--- src/rtl/whack_a_mole_gen_pkg.sv ---
// Shared types and constants for the whack-a-mole core.
package whack_pkg;

   typedef enum logic [2:0] {
      IDLE,
      SPAWN,
      ACTIVE,
      GAP,
      OVER
   } state_t;

   // Segment glyphs, bit order {g,f,e,d,c,b,a}, active-high.
   localparam logic [6:0] SEG_DASH = 7'h40;
   localparam logic [6:0] SEG_E    = 7'h79;

   // Galois LFSR for x^16+x^14+x^13+x^11+1 in right-shift form.
   localparam logic [15:0] LFSR_SEED = 16'hACE1;
   localparam logic [15:0] LFSR_TAPS = 16'hB400;

   function automatic logic [6:0] seg_digit(input logic [3:0] d);
      logic [6:0] g;
      case (d)
         4'd0:    g = 7'h3F;
         4'd1:    g = 7'h06;
         4'd2:    g = 7'h5B;
         4'd3:    g = 7'h4F;
         4'd4:    g = 7'h66;
         4'd5:    g = 7'h6D;
         4'd6:    g = 7'h7D;
         4'd7:    g = 7'h07;
         4'd8:    g = 7'h7F;
         4'd9:    g = 7'h6F;
         default: g = SEG_DASH;
      endcase
      return g;
   endfunction

endpackage

--- src/rtl/whack_a_mole_gen_if.sv ---
// Board-side bundle: buttons/control in, LEDs/score/display out.
interface whack_a_mole_gen_if #(
   parameter int NUM_MOLES = 8,
   parameter int SCORE_W   = 8
);
   logic [NUM_MOLES-1:0] btn;
   logic                 start;
   logic                 game_end;
   logic [NUM_MOLES-1:0] mole;
   logic [SCORE_W-1:0]   score;
   logic [3:0]           lives;
   logic [3:0]           level;
   logic [6:0]           seg;
   logic                 dp;
   logic                 game_over;

   modport master (
      output btn, start, game_end,
      input  mole, score, lives, level, seg, dp, game_over
   );

   modport slave (
      input  btn, start, game_end,
      output mole, score, lives, level, seg, dp, game_over
   );
endinterface

--- src/rtl/whack_a_mole_gen_lfsr.sv ---
// Free-running 16-bit Galois LFSR used for mole selection.
module mole_lfsr
   import whack_pkg::*;
(
   input  logic        clk,
   input  logic        rst,
   output logic [15:0] lfsr
);

   // Shift right every clock; feed the dropped bit back through the taps.
   always_ff @(posedge clk) begin
      if (rst) lfsr <= LFSR_SEED;
      else     lfsr <= (lfsr >> 1) ^ (lfsr[0] ? LFSR_TAPS : 16'h0000);
   end

endmodule

--- src/rtl/whack_a_mole_gen.sv ---
// Whack-a-mole game core: input conditioning, tick prescaler, game FSM, display.
//
// state  | meaning
// IDLE   | waiting for first start edge, display dash
// SPAWN  | one cycle: pick mole index, load window
// ACTIVE | mole lit, waiting for hit / miss / timeout
// GAP    | blank between moles, buttons ignored
// OVER   | game finished, display 'E', wait for start
module whack_a_mole_gen
   import whack_pkg::*;
#(
   parameter int NUM_MOLES      = 8,
   parameter int SCORE_W        = 8,
   parameter int LIVES          = 3,
   parameter int TICK_DIV       = 50000,
   parameter int WINDOW_BASE    = 40,
   parameter int WINDOW_STEP    = 4,
   parameter int WINDOW_MIN     = 8,
   parameter int GAP_TICKS      = 10,
   parameter int HITS_PER_LEVEL = 5,
   parameter int MAX_LEVEL      = 9
)(
   input logic               clk,
   input logic               rst,
   whack_a_mole_gen_if.slave bus
);

   localparam int IW = $clog2(NUM_MOLES);
   localparam int PW = (TICK_DIV > 1) ? $clog2(TICK_DIV) : 1;

   logic [NUM_MOLES-1:0] btn_s1, btn_s2, btn_s3, btn_edge;
   logic                 start_s1, start_s2, start_s3, start_edge;
   logic [PW-1:0]        presc;
   logic                 tick;
   logic [15:0]          lfsr;
   logic [31:0]          lfsr_ext;

   state_t               state, state_n;
   logic [SCORE_W-1:0]   score, score_n;
   logic [3:0]           lives, lives_n, level, level_n;
   logic [7:0]           hit_cnt, hit_cnt_n;
   logic [15:0]          win_cnt, win_cnt_n, gap_cnt, gap_cnt_n, win_len;
   logic [IW-1:0]        idx, idx_n, rnd_idx, spawn_idx;
   logic                 dp, dp_n;
   logic [NUM_MOLES-1:0] mole_bit;
   int                   win_tmp;

   mole_lfsr u_lfsr (.clk(clk), .rst(rst), .lfsr(lfsr));

   // Two-flop synchronisers plus a history flop for rising-edge detection.
   always_ff @(posedge clk) begin
      if (rst) begin
         btn_s1   <= '0; btn_s2   <= '0; btn_s3   <= '0;
         start_s1 <= 1'b0; start_s2 <= 1'b0; start_s3 <= 1'b0;
      end else begin
         btn_s1   <= bus.btn;   btn_s2   <= btn_s1;   btn_s3   <= btn_s2;
         start_s1 <= bus.start; start_s2 <= start_s1; start_s3 <= start_s2;
      end
   end

   assign btn_edge   = btn_s2 & ~btn_s3;
   assign start_edge = start_s2 & ~start_s3;

   // Free-running game tick prescaler.
   always_ff @(posedge clk) begin
      if (rst || tick) presc <= '0;
      else             presc <= presc + PW'(1);
   end

   assign tick = (presc == PW'(TICK_DIV - 1));

   // Next mole index, bumped by one when the LFSR repeats the previous mole.
   assign lfsr_ext  = {16'd0, lfsr};
   assign rnd_idx   = IW'(lfsr_ext % 32'(NUM_MOLES));
   assign spawn_idx = (rnd_idx != idx) ? rnd_idx :
                      (rnd_idx == IW'(NUM_MOLES - 1)) ? '0 : rnd_idx + IW'(1);
   assign mole_bit  = NUM_MOLES'(1) << idx;

   // Window length for the current level, floored at the minimum.
   always_comb begin
      win_tmp = WINDOW_BASE - int'(level) * WINDOW_STEP;
      if (win_tmp < WINDOW_MIN) win_tmp = WINDOW_MIN;
      win_len = 16'(win_tmp);
   end

   // FSM state and game counters.
   always_ff @(posedge clk) begin
      if (rst) begin
         state   <= IDLE;
         score   <= '0;
         lives   <= 4'(LIVES);
         level   <= '0;
         hit_cnt <= '0;
         win_cnt <= '0;
         gap_cnt <= '0;
         idx     <= '0;
         dp      <= 1'b0;
      end else begin
         state   <= state_n;
         score   <= score_n;
         lives   <= lives_n;
         level   <= level_n;
         hit_cnt <= hit_cnt_n;
         win_cnt <= win_cnt_n;
         gap_cnt <= gap_cnt_n;
         idx     <= idx_n;
         dp      <= dp_n;
      end
   end

   // Next-state and counter updates; game_end pre-empts any same-cycle outcome.
   always_comb begin
      state_n   = state;
      score_n   = score;
      lives_n   = lives;
      level_n   = level;
      hit_cnt_n = hit_cnt;
      win_cnt_n = win_cnt;
      gap_cnt_n = gap_cnt;
      idx_n     = idx;
      dp_n      = dp;
      case (state)
         IDLE, OVER: begin
            if (start_edge) begin
               score_n   = '0;
               lives_n   = 4'(LIVES);
               level_n   = '0;
               hit_cnt_n = '0;
               dp_n      = 1'b0;
               state_n   = SPAWN;
            end
         end
         SPAWN: begin
            if (bus.game_end) begin
               state_n = OVER;
            end else begin
               idx_n     = spawn_idx;
               win_cnt_n = win_len;
               state_n   = ACTIVE;
            end
         end
         ACTIVE: begin
            if (bus.game_end) begin
               state_n = OVER;
            end else if (btn_edge == mole_bit) begin
               score_n   = (score == '1) ? score : score + SCORE_W'(1);
               dp_n      = 1'b1;
               gap_cnt_n = 16'(GAP_TICKS);
               state_n   = GAP;
               if (hit_cnt + 8'd1 == 8'(HITS_PER_LEVEL)) begin
                  hit_cnt_n = '0;
                  if (level != 4'(MAX_LEVEL)) level_n = level + 4'd1;
               end else begin
                  hit_cnt_n = hit_cnt + 8'd1;
               end
            end else if ((btn_edge != '0) || (tick && win_cnt <= 16'd1)) begin
               lives_n   = lives - 4'd1;
               dp_n      = 1'b0;
               gap_cnt_n = 16'(GAP_TICKS);
               state_n   = (lives == 4'd1) ? OVER : GAP;
            end else if (tick) begin
               win_cnt_n = win_cnt - 16'd1;
            end
         end
         GAP: begin
            if (bus.game_end) begin
               state_n = OVER;
            end else if (tick) begin
               if (gap_cnt <= 16'd1) begin
                  dp_n    = 1'b0;
                  state_n = SPAWN;
               end else begin
                  gap_cnt_n = gap_cnt - 16'd1;
               end
            end
         end
         default: state_n = IDLE;
      endcase
   end

   assign bus.mole      = (state == ACTIVE) ? mole_bit : '0;
   assign bus.seg       = (state == IDLE) ? SEG_DASH :
                          (state == OVER) ? SEG_E : seg_digit(level);
   assign bus.game_over = (state == OVER);
   assign bus.score     = score;
   assign bus.lives     = lives;
   assign bus.level     = level;
   assign bus.dp        = dp;

endmodule

--- src/flat_wrapper.sv ---
// flat-port wrapper written by rule: the top's interface ports become plain ports
module whack_a_mole_gen_flat import whack_pkg::*;
#(
   parameter int NUM_MOLES      = 8,
   parameter int SCORE_W        = 8,
   parameter int LIVES          = 3,
   parameter int TICK_DIV       = 50000,
   parameter int WINDOW_BASE    = 40,
   parameter int WINDOW_STEP    = 4,
   parameter int WINDOW_MIN     = 8,
   parameter int GAP_TICKS      = 10,
   parameter int HITS_PER_LEVEL = 5,
   parameter int MAX_LEVEL      = 9
)
  (clk, rst, bus_btn, bus_start, bus_game_end, bus_mole, bus_score, bus_lives, bus_level, bus_seg, bus_dp, bus_game_over);
  whack_a_mole_gen_if #(.NUM_MOLES(NUM_MOLES), .SCORE_W(SCORE_W)) bus_i ();
  input logic clk;
  input logic rst;
  input wire logic [$bits(bus_i.btn)-1:0] bus_btn;
  input wire logic [$bits(bus_i.start)-1:0] bus_start;
  input wire logic [$bits(bus_i.game_end)-1:0] bus_game_end;
  output wire logic [$bits(bus_i.mole)-1:0] bus_mole;
  output wire logic [$bits(bus_i.score)-1:0] bus_score;
  output wire logic [$bits(bus_i.lives)-1:0] bus_lives;
  output wire logic [$bits(bus_i.level)-1:0] bus_level;
  output wire logic [$bits(bus_i.seg)-1:0] bus_seg;
  output wire logic [$bits(bus_i.dp)-1:0] bus_dp;
  output wire logic [$bits(bus_i.game_over)-1:0] bus_game_over;
  assign bus_i.btn = bus_btn;
  assign bus_i.start = bus_start;
  assign bus_i.game_end = bus_game_end;
  assign bus_mole = bus_i.mole;
  assign bus_score = bus_i.score;
  assign bus_lives = bus_i.lives;
  assign bus_level = bus_i.level;
  assign bus_seg = bus_i.seg;
  assign bus_dp = bus_i.dp;
  assign bus_game_over = bus_i.game_over;
  whack_a_mole_gen #(.NUM_MOLES(NUM_MOLES), .SCORE_W(SCORE_W), .LIVES(LIVES), .TICK_DIV(TICK_DIV), .WINDOW_BASE(WINDOW_BASE), .WINDOW_STEP(WINDOW_STEP), .WINDOW_MIN(WINDOW_MIN), .GAP_TICKS(GAP_TICKS), .HITS_PER_LEVEL(HITS_PER_LEVEL), .MAX_LEVEL(MAX_LEVEL)) u_core (.clk(clk), .rst(rst), .bus(bus_i));
endmodule
--- config.mk ---
export PLATFORM = sky130hd
export DESIGN_NAME = whack_a_mole_gen_flat
export DESIGN_NICKNAME = d
export VERILOG_FILES = /design/src/rtl/whack_a_mole_gen_pkg.sv /design/src/rtl/whack_a_mole_gen_if.sv /design/src/rtl/whack_a_mole_gen_lfsr.sv /design/src/rtl/whack_a_mole_gen.sv /design/src/flat_wrapper.sv
export SDC_FILE = /design/constraint.sdc
export NUM_CORES = 1
export LEC_CHECK = 0
export ABC_AREA = 1
export CORE_MARGIN = 3
export CORE_UTILIZATION = 44
export CTS_CLUSTER_SIZE = 14
export DETAILED_ROUTE_END_ITERATION = 8
export SLEW_MARGIN = 20
export SYNTH_ARGS = -nofsm -noshare
export SYNTH_HDL_FRONTEND = slang
export SYNTH_SLANG_ARGS = --single-unit
--- constraint.sdc ---
create_clock -name clk -period 3.9 [get_ports clk]
set_input_delay 0.78 -clock clk [delete_from_list [all_inputs] [get_ports clk]]
set_output_delay 0.78 -clock clk [all_outputs]
set_load 0.02 [all_outputs]
==> out/summary.txt, run 1 <==
I/O Buffers -> 44
Final Non-Filler Cells -> 1234
Root Buffer -> clkbuf_16
nets -> 1070
Clock Power Share -> 37.5%
GRT overflow -> 0
CTS tree -> yes
Max Cap Viol -> 0
RD Place Congestion -> 0.842
synthesis-to-layout area growth -> 16.5%
Avg Synthesized Cell Area -> 6.76 um^2
WL/cell -> 11.7 um
post-synth net total -> 1028
post-detail-place hpwl -> 10200 um
setup bufs post-CTS -> 0
CP Class -> flop to output pin
worst skew pair latency -> 430 ps
crit end category -> output pin
setup violators final -> 0
most common cell after layout, fill and taps aside -> nand2_1
Reg clk slew, reported paths -> 60 ps
post-layout min period -> 2960 ps
Cell Int Power -> 2.60 mW
dpl cells -> 1202
largest net degree at the start of global routing -> 80
die area -> 0.0168 mm^2
Placement Cell Area -> 0.00729 mm^2
vias -> 5949
Via density -> 4.82
CTS H-Tree Depth -> 4
Gate power share -> 23.9%
Critical Path RT -> 3120 ps
starting density of the core -> 45.6%
core footprint -> 0.0148 mm^2
hold slack -> 402 ps
initial antenna violation count -> 0
Place WS -> 599 ps
Diodes inserted -> 0
Fillers -> 1519
total CTS buffers -> 17
RSZ-0062 raised after global routing -> no
cell area after synthesis -> 0.00673 mm^2
switching power -> 1.35 mW
Seq cells post-synth -> 129
initial DRC count -> 370
total chip power -> 3.95 mW
Post-synth top flop -> dfxtp_1
Slew headroom -> 42.6%
FMAX -> 0.338 GHz
Max Slew Vio Count -> 0
First-pass DRT Iterations -> 5
CP Data Arrival Time -> 2180 ps
CTS sink count -> 129
setup TNS -> 0 ps
cts repair resizes -> 0
Max FO, Critical Path -> 7
Post-synth EDFFs -> 0
vias in the first global route -> 5388
worst hold path type -> flop to flop
Worst setup SP type -> flop
switching share of power -> 34.1%
residual DRC count -> 0
Antenna Violating Nets Remaining -> 0
Die H -> 130 um
first-pass GRT wire length -> 24900 um
most frequent cells in the layout -> 229 x nand2_1, 178 x nor2_1, 130 x inv_1, 129 x dfxtp_1, 57 x a21oi_1
clk_skew -> 7.52 ps
hold buffer count at CTS -> 0
Cells after Synth -> 995
part of the cycle the worst path needs -> 76.0%
Worst Tran Pin Value -> 860 ps
site row count -> 44
final instance area -> 0.00784 mm^2
Static Leak -> 3.55 nW
sequential element share of the synthesized area -> 38.4%
Synth cell types -> 44
Max VDD drop -> 0.320 mV
Syn. warnings -> 0
Routed WL -> 14500 um
PwrDens -> 504 mW/mm^2
register share of total power -> 38.6%
die width -> 130 um
Hold Vio Cnt, Final -> 0
Ports -> 45
clock buffer depth -> 2
Post-synth ARST share -> 0%
Tot GR Track Use -> 18.2%
share of cells above drive strength 1 -> 7.62%
Final Util -> 53.1%
fin worst setup slack -> 938 ps
outcome -> finished clean
==> critical path: stages (launching register included) <==
cell             delay (ps)
dfxtp_1                 370
nor2_2                  290
inv_1                   180
nor2_1                  160
inv_1                   100
nand2_1                  70
clkdlybuf4s50_1         590
==> per-layer routing <==
metal  track usage [%]  vias to the layer above  share of wire (%)
met5                 0                        -                  0
met4              5.13                        0                1.0
met3              4.62                       12                4.3
met2              27.5                      106                 43
met1              25.9                     2611                 51
li1                  -                     3220                  -
==> logic make-up (layout without fill, tap and decap cells) <==
| kind of cell | after synthesis | count (layout) | share of synthesized area (%) |
|---|---|---|---|
| AO/OA/AOI/OAI | 116 | 116 | 9.52 |
| AND/OR/NAND/NOR | 530 | 530 | 34.0 |
| flip-flops | 129 | 129 | 38.4 |
| buffers and inverters | 169 | 224 | 10.2 |
| XOR/XNOR | 30 | 30 | 3.91 |
| adder cells (fa/ha/maj) | 21 | 21 | 3.91 |
==> cell type report <==
| class | count | area [um^2] | share of cell area (%) |
|---|---|---|---|
| multi-input cells | 697 | 3450 | 44.1 |
| flip-flops and latches | 129 | 2580 | 33.0 |
| clock buffers | 17 | 425 | 5.43 |
| well taps | 184 | 230 | 2.94 |
| clock inverters | 15 | 125 | 1.60 |
| inverters | 142 | 538 | 6.87 |
| repair buffers | 50 | 480 | 6.13 |
==> synth_stat cells, types with 2 or more instances <==
library cell  count  area (um^2)
buf_4             4         30.0
inv_4             2         12.5
nand2_1         229          860
nand3_1          55          275
nor2_1          178          668
buf_1             3         11.3
o21ai_1           5         25.0
and2_1            2         12.5
xor2_1           15          131
inv_2             9         33.8
clkbuf_1         12         45.0
ha_1             21          263
a21oi_1          57          285
o22ai_1           2         12.5
o21ai_0          37          185
nor3_1           18         90.1
nand4_1          13         81.3
buf_6             4         45.0
nor2_4            4         45.0
xnor2_1          15          131
o211ai_1          2         15.0
nor4_1            4         25.0
inv_1           130          488
nand2_2           3         18.8
nand3_2           7         70.1
nand3b_1          2         15.0
nand3_4           2         35.0
nor2_2            4         25.0
a211oi_1          4         30.0
dfxtp_1         129         2580
buf_2             4         20.0
or2_2             6         37.5
a31oi_1           2         12.5
==> registers in the layout (all words and copies together) (netlist names), named ones only <==
signal	cells
u_core.hit_cnt	8
u_core.bus.score	8
u_core.state	3
u_core.btn_s1	8
u_core.gap_cnt	16
u_core.start_s2	1
u_core.bus.lives	4
u_core.idx	3
u_core.btn_s3	8
u_core.u_lfsr.lfsr	16
u_core.start_s1	1
u_core.presc	16
u_core.start_s3	1
u_core.win_cnt	16
u_core.btn_s2	8
u_core.bus.dp	1
u_core.bus.level	4
==> final timing paths <==
kind / from / end / slack [ps] / cells past startpoint
max reg2reg: u_core.idx[0] / flop / 1040 / 17
min reg2reg: u_core.u_lfsr.lfsr[9] / u_core.u_lfsr.lfsr[8] / 400 / 2
min: u_core.u_lfsr.lfsr[9] / u_core.u_lfsr.lfsr[8] / 400 / 2
max: u_core.state[0] / bus_seg[3] / 940 / 6
==> power by group through the flow <==
stage / Clock (mW) / Sequential, mW / Combinational [mW]
floorplan: 0 / 1.54 / 0.708
global placement: 0 / 1.55 / 0.939
detailed placement: 0 / 1.55 / 0.944
CTS: 1.52 / 1.52 / 0.948
global route: 1.57 / 1.54 / 1.09
finish: 1.48 / 1.52 / 0.943
(Power assumes the default switching activity.)
==> run 2, diff against run 1 <==
- clock period: 3.9 -> 2.65 ns (I/O delays scaled with it)
==> out/summary.txt, run 2 (synthesized netlist as in run 1, its figures left out) <==
Reg clk slew, reported paths -> 60 ps (about the same)
Final Util -> 54.5% (+1.4 points)
register share of total power -> 37.1% (-1.5 points)
Slew headroom -> 71.3% (+29 points)
r2r setup slk -> 250 ps (-790 ps)
First-pass DRT Iterations -> 5 (unchanged)
synthesis-to-layout area growth -> 19.5%
CP startpoint -> u_core.state[1]
Critical Path RT -> 2120 ps (-1000 ps)
worst r2r src -> u_core.hit_cnt[1]
initial antenna violation count -> 0 (unchanged)
Diodes inserted -> 0 (unchanged)
post-layout min period -> 2540 ps
most frequent cells in the layout -> 229 x nand2_1, 178 x nor2_1, 129 x inv_1, 124 x dfxtp_1, 57 x a21oi_1
clk_skew -> 7.87 ps (+0.353 ps)
WL/cell -> 11.7 um (about the same)
starting density of the core -> 45.6% (unchanged)
PwrDens -> 749 mW/mm^2 (+49%)
Fillers -> 1463 (-3.7%)
worst hold path cell count -> 2 (unchanged)
total CTS buffers -> 17 (unchanged)
Antenna Violating Nets Remaining -> 0 (unchanged)
Via density -> 4.82 (about the same)
site row count -> 44 (unchanged)
fin worst setup slack -> 110 ps (-828 ps)
setup violators final -> 0 (unchanged)
nets -> 1085 (+1.4%)
residual DRC count -> 0 (unchanged)
Die H -> 130 um (unchanged)
Cell Int Power -> 4.07 mW (+56%)
worst reg2reg path depth -> 17 (unchanged)
Max Slew Vio Count -> 0 (unchanged)
Tot GR Track Use -> 18.4% (+0.22 points)
post-detail-place hpwl -> 10200 um (about the same)
switching share of power -> 32.5% (-1.6 points)
setup TNS -> 0 ps (unchanged)
clock buffer depth -> 2 (unchanged)
Ports -> 45 (unchanged)
Routed WL -> 14600 um (+1.2%)
worst hold path type -> flop to flop
CP max-delay cell -> clkdlybuf4s50_1
most common cell after layout, fill and taps aside -> nand2_1
crit end category -> output pin
die area -> 0.0168 mm^2 (unchanged)
worst skew pair latency -> 420 ps (about the same)
max incr delay on CP -> 620 ps (+30 ps)
crit path capture -> bus_mole[7]
Worst setup SP type -> flop
FMAX -> 0.394 GHz
hold buffer count at CTS -> 0 (unchanged)
Gate power share -> 23.9% (about the same)
CTS H-Tree Depth -> 4 (unchanged)
Hold Vio Cnt, Final -> 0 (unchanged)
core footprint -> 0.0148 mm^2 (unchanged)
Clock Power Share -> 39.0% (+1.5 points)
first-pass GRT wire length -> 25400 um (+2.0%)
die width -> 130 um (unchanged)
part of the cycle the worst path needs -> 95.8%
vias in the first global route -> 5442 (+1.0%)
switching power -> 1.96 mW (+46%)
I/O Buffers -> 44 (unchanged)
CTS tree -> yes
CTS sink count -> 129 (unchanged)
vias -> 6017 (+1.1%)
GRT overflow -> 0 (unchanged)
CP Data Arrival Time -> 2010 ps (-170 ps)
Place WS -> 98.6 ps (-500 ps)
share of cells above drive strength 1 -> 9.48% (+1.9 points)
crit-path cells -> nand2_2, nor2_4, inv_2, nor2_1, clkdlybuf4s50_1
Max VDD drop -> 0.797 mV (+150%)
outcome -> finished clean
Max FO, Critical Path -> 12 (+5)
Static Leak -> 3.70 nW (+4.4%)
largest net degree at the start of global routing -> 81 (+1.3%)
initial DRC count -> 376 (+1.6%)
CP Class -> flop to output pin
Worst Tran Pin Value -> 429 ps (-432 ps)
RD Place Congestion -> 0.845 (+0.36%)
Max Cap Viol -> 0 (unchanged)
Root Buffer -> clkbuf_16
run 2: cell count changes in the layout (fill, tap and decap cells not counted), sizes merged:
cell	change
clkbuf	+2
clkdlybuf4s50	-4
inv	-3
buf	+15
clkinv	-1
dlymetal6s2s	+4
bufinv	+2
run 2: what timing repair did:
item | CTS | global route
resized for setup | 1 | 12
buffers inserted | 0 | 2
pin swaps | 0 | 0
endpoints found under the setup margin | 4 | 12
run 2: power groups by stage:
stage	Clock [mW]	Combinational, mW	Sequential (mW)
global route	2.48	1.66	2.26
floorplan	0	1.04	2.27
global placement	0	1.42	2.27
detailed placement	0	1.42	2.27
CTS	2.41	1.43	2.23
finish	2.35	1.44	2.23
run 2: how the worst min path moves through the flow:
stage               slack (ps)             startpoint               endpoint
floorplan                  390       u_core.btn_s1[0]       u_core.btn_s2[0]
global placement           390  u_core.u_lfsr.lfsr[5]  u_core.u_lfsr.lfsr[4]
detailed placement         390  u_core.u_lfsr.lfsr[6]  u_core.u_lfsr.lfsr[5]
CTS                        400  u_core.u_lfsr.lfsr[5]  u_core.u_lfsr.lfsr[4]
global route               410  u_core.u_lfsr.lfsr[5]  u_core.u_lfsr.lfsr[4]
finish                     400  u_core.u_lfsr.lfsr[5]  u_core.u_lfsr.lfsr[4]
run 2: worst max-delay path, delay by kind of cell, from the launching register on:
| family | cells | cell delay (ps) |
|---|---|---|
| buffers and inverters | 2 | 740 |
| and+or+nand+nor | 3 | 410 |
| DFF | 1 | 440 |
run 2: through the flow:
| stage | cell area, um^2 | power (mW) | instances | hold WS (ps) |
|---|---|---|---|---|
| 6_report | 8040 | 6.02 | 1249 | 401 |
| 5_1_grt | 8040 | 6.40 | 1249 | 408 |
| 4_1_cts | 8000 | 6.07 | 1247 | 404 |
| 3_5_place_dp | 7400 | 3.69 | 1215 | 393 |
| 3_3_place_gp | 7400 | 3.69 | 1215 | 389 |
| 2_1_floorplan | 6730 | 3.31 | 995 | 388 |
run 2: cell type report:
cell class	count	area [um^2]	share of cell area, %
clock buffers	19	443	5.51
clock inverters	13	154	1.91
inverters	142	538	6.69
multi-input cells	697	3470	43.2
flip-flops and latches	129	2590	32.2
well taps	184	230	2.86
repair buffers	65	616	7.66
run 2: routing by layer:
| metal | wire length, um | global-route usage [%] | vias up |
|---|---|---|---|
| met1 | 7590 | 25.8 | 2657 |
| met3 | 549 | 4.74 | 11 |
| met2 | 6340 | 28.3 | 108 |
| met5 | 0 | 0 | - |
| li1 | - | - | 3241 |
| met4 | 148 | 5.01 | 0 |
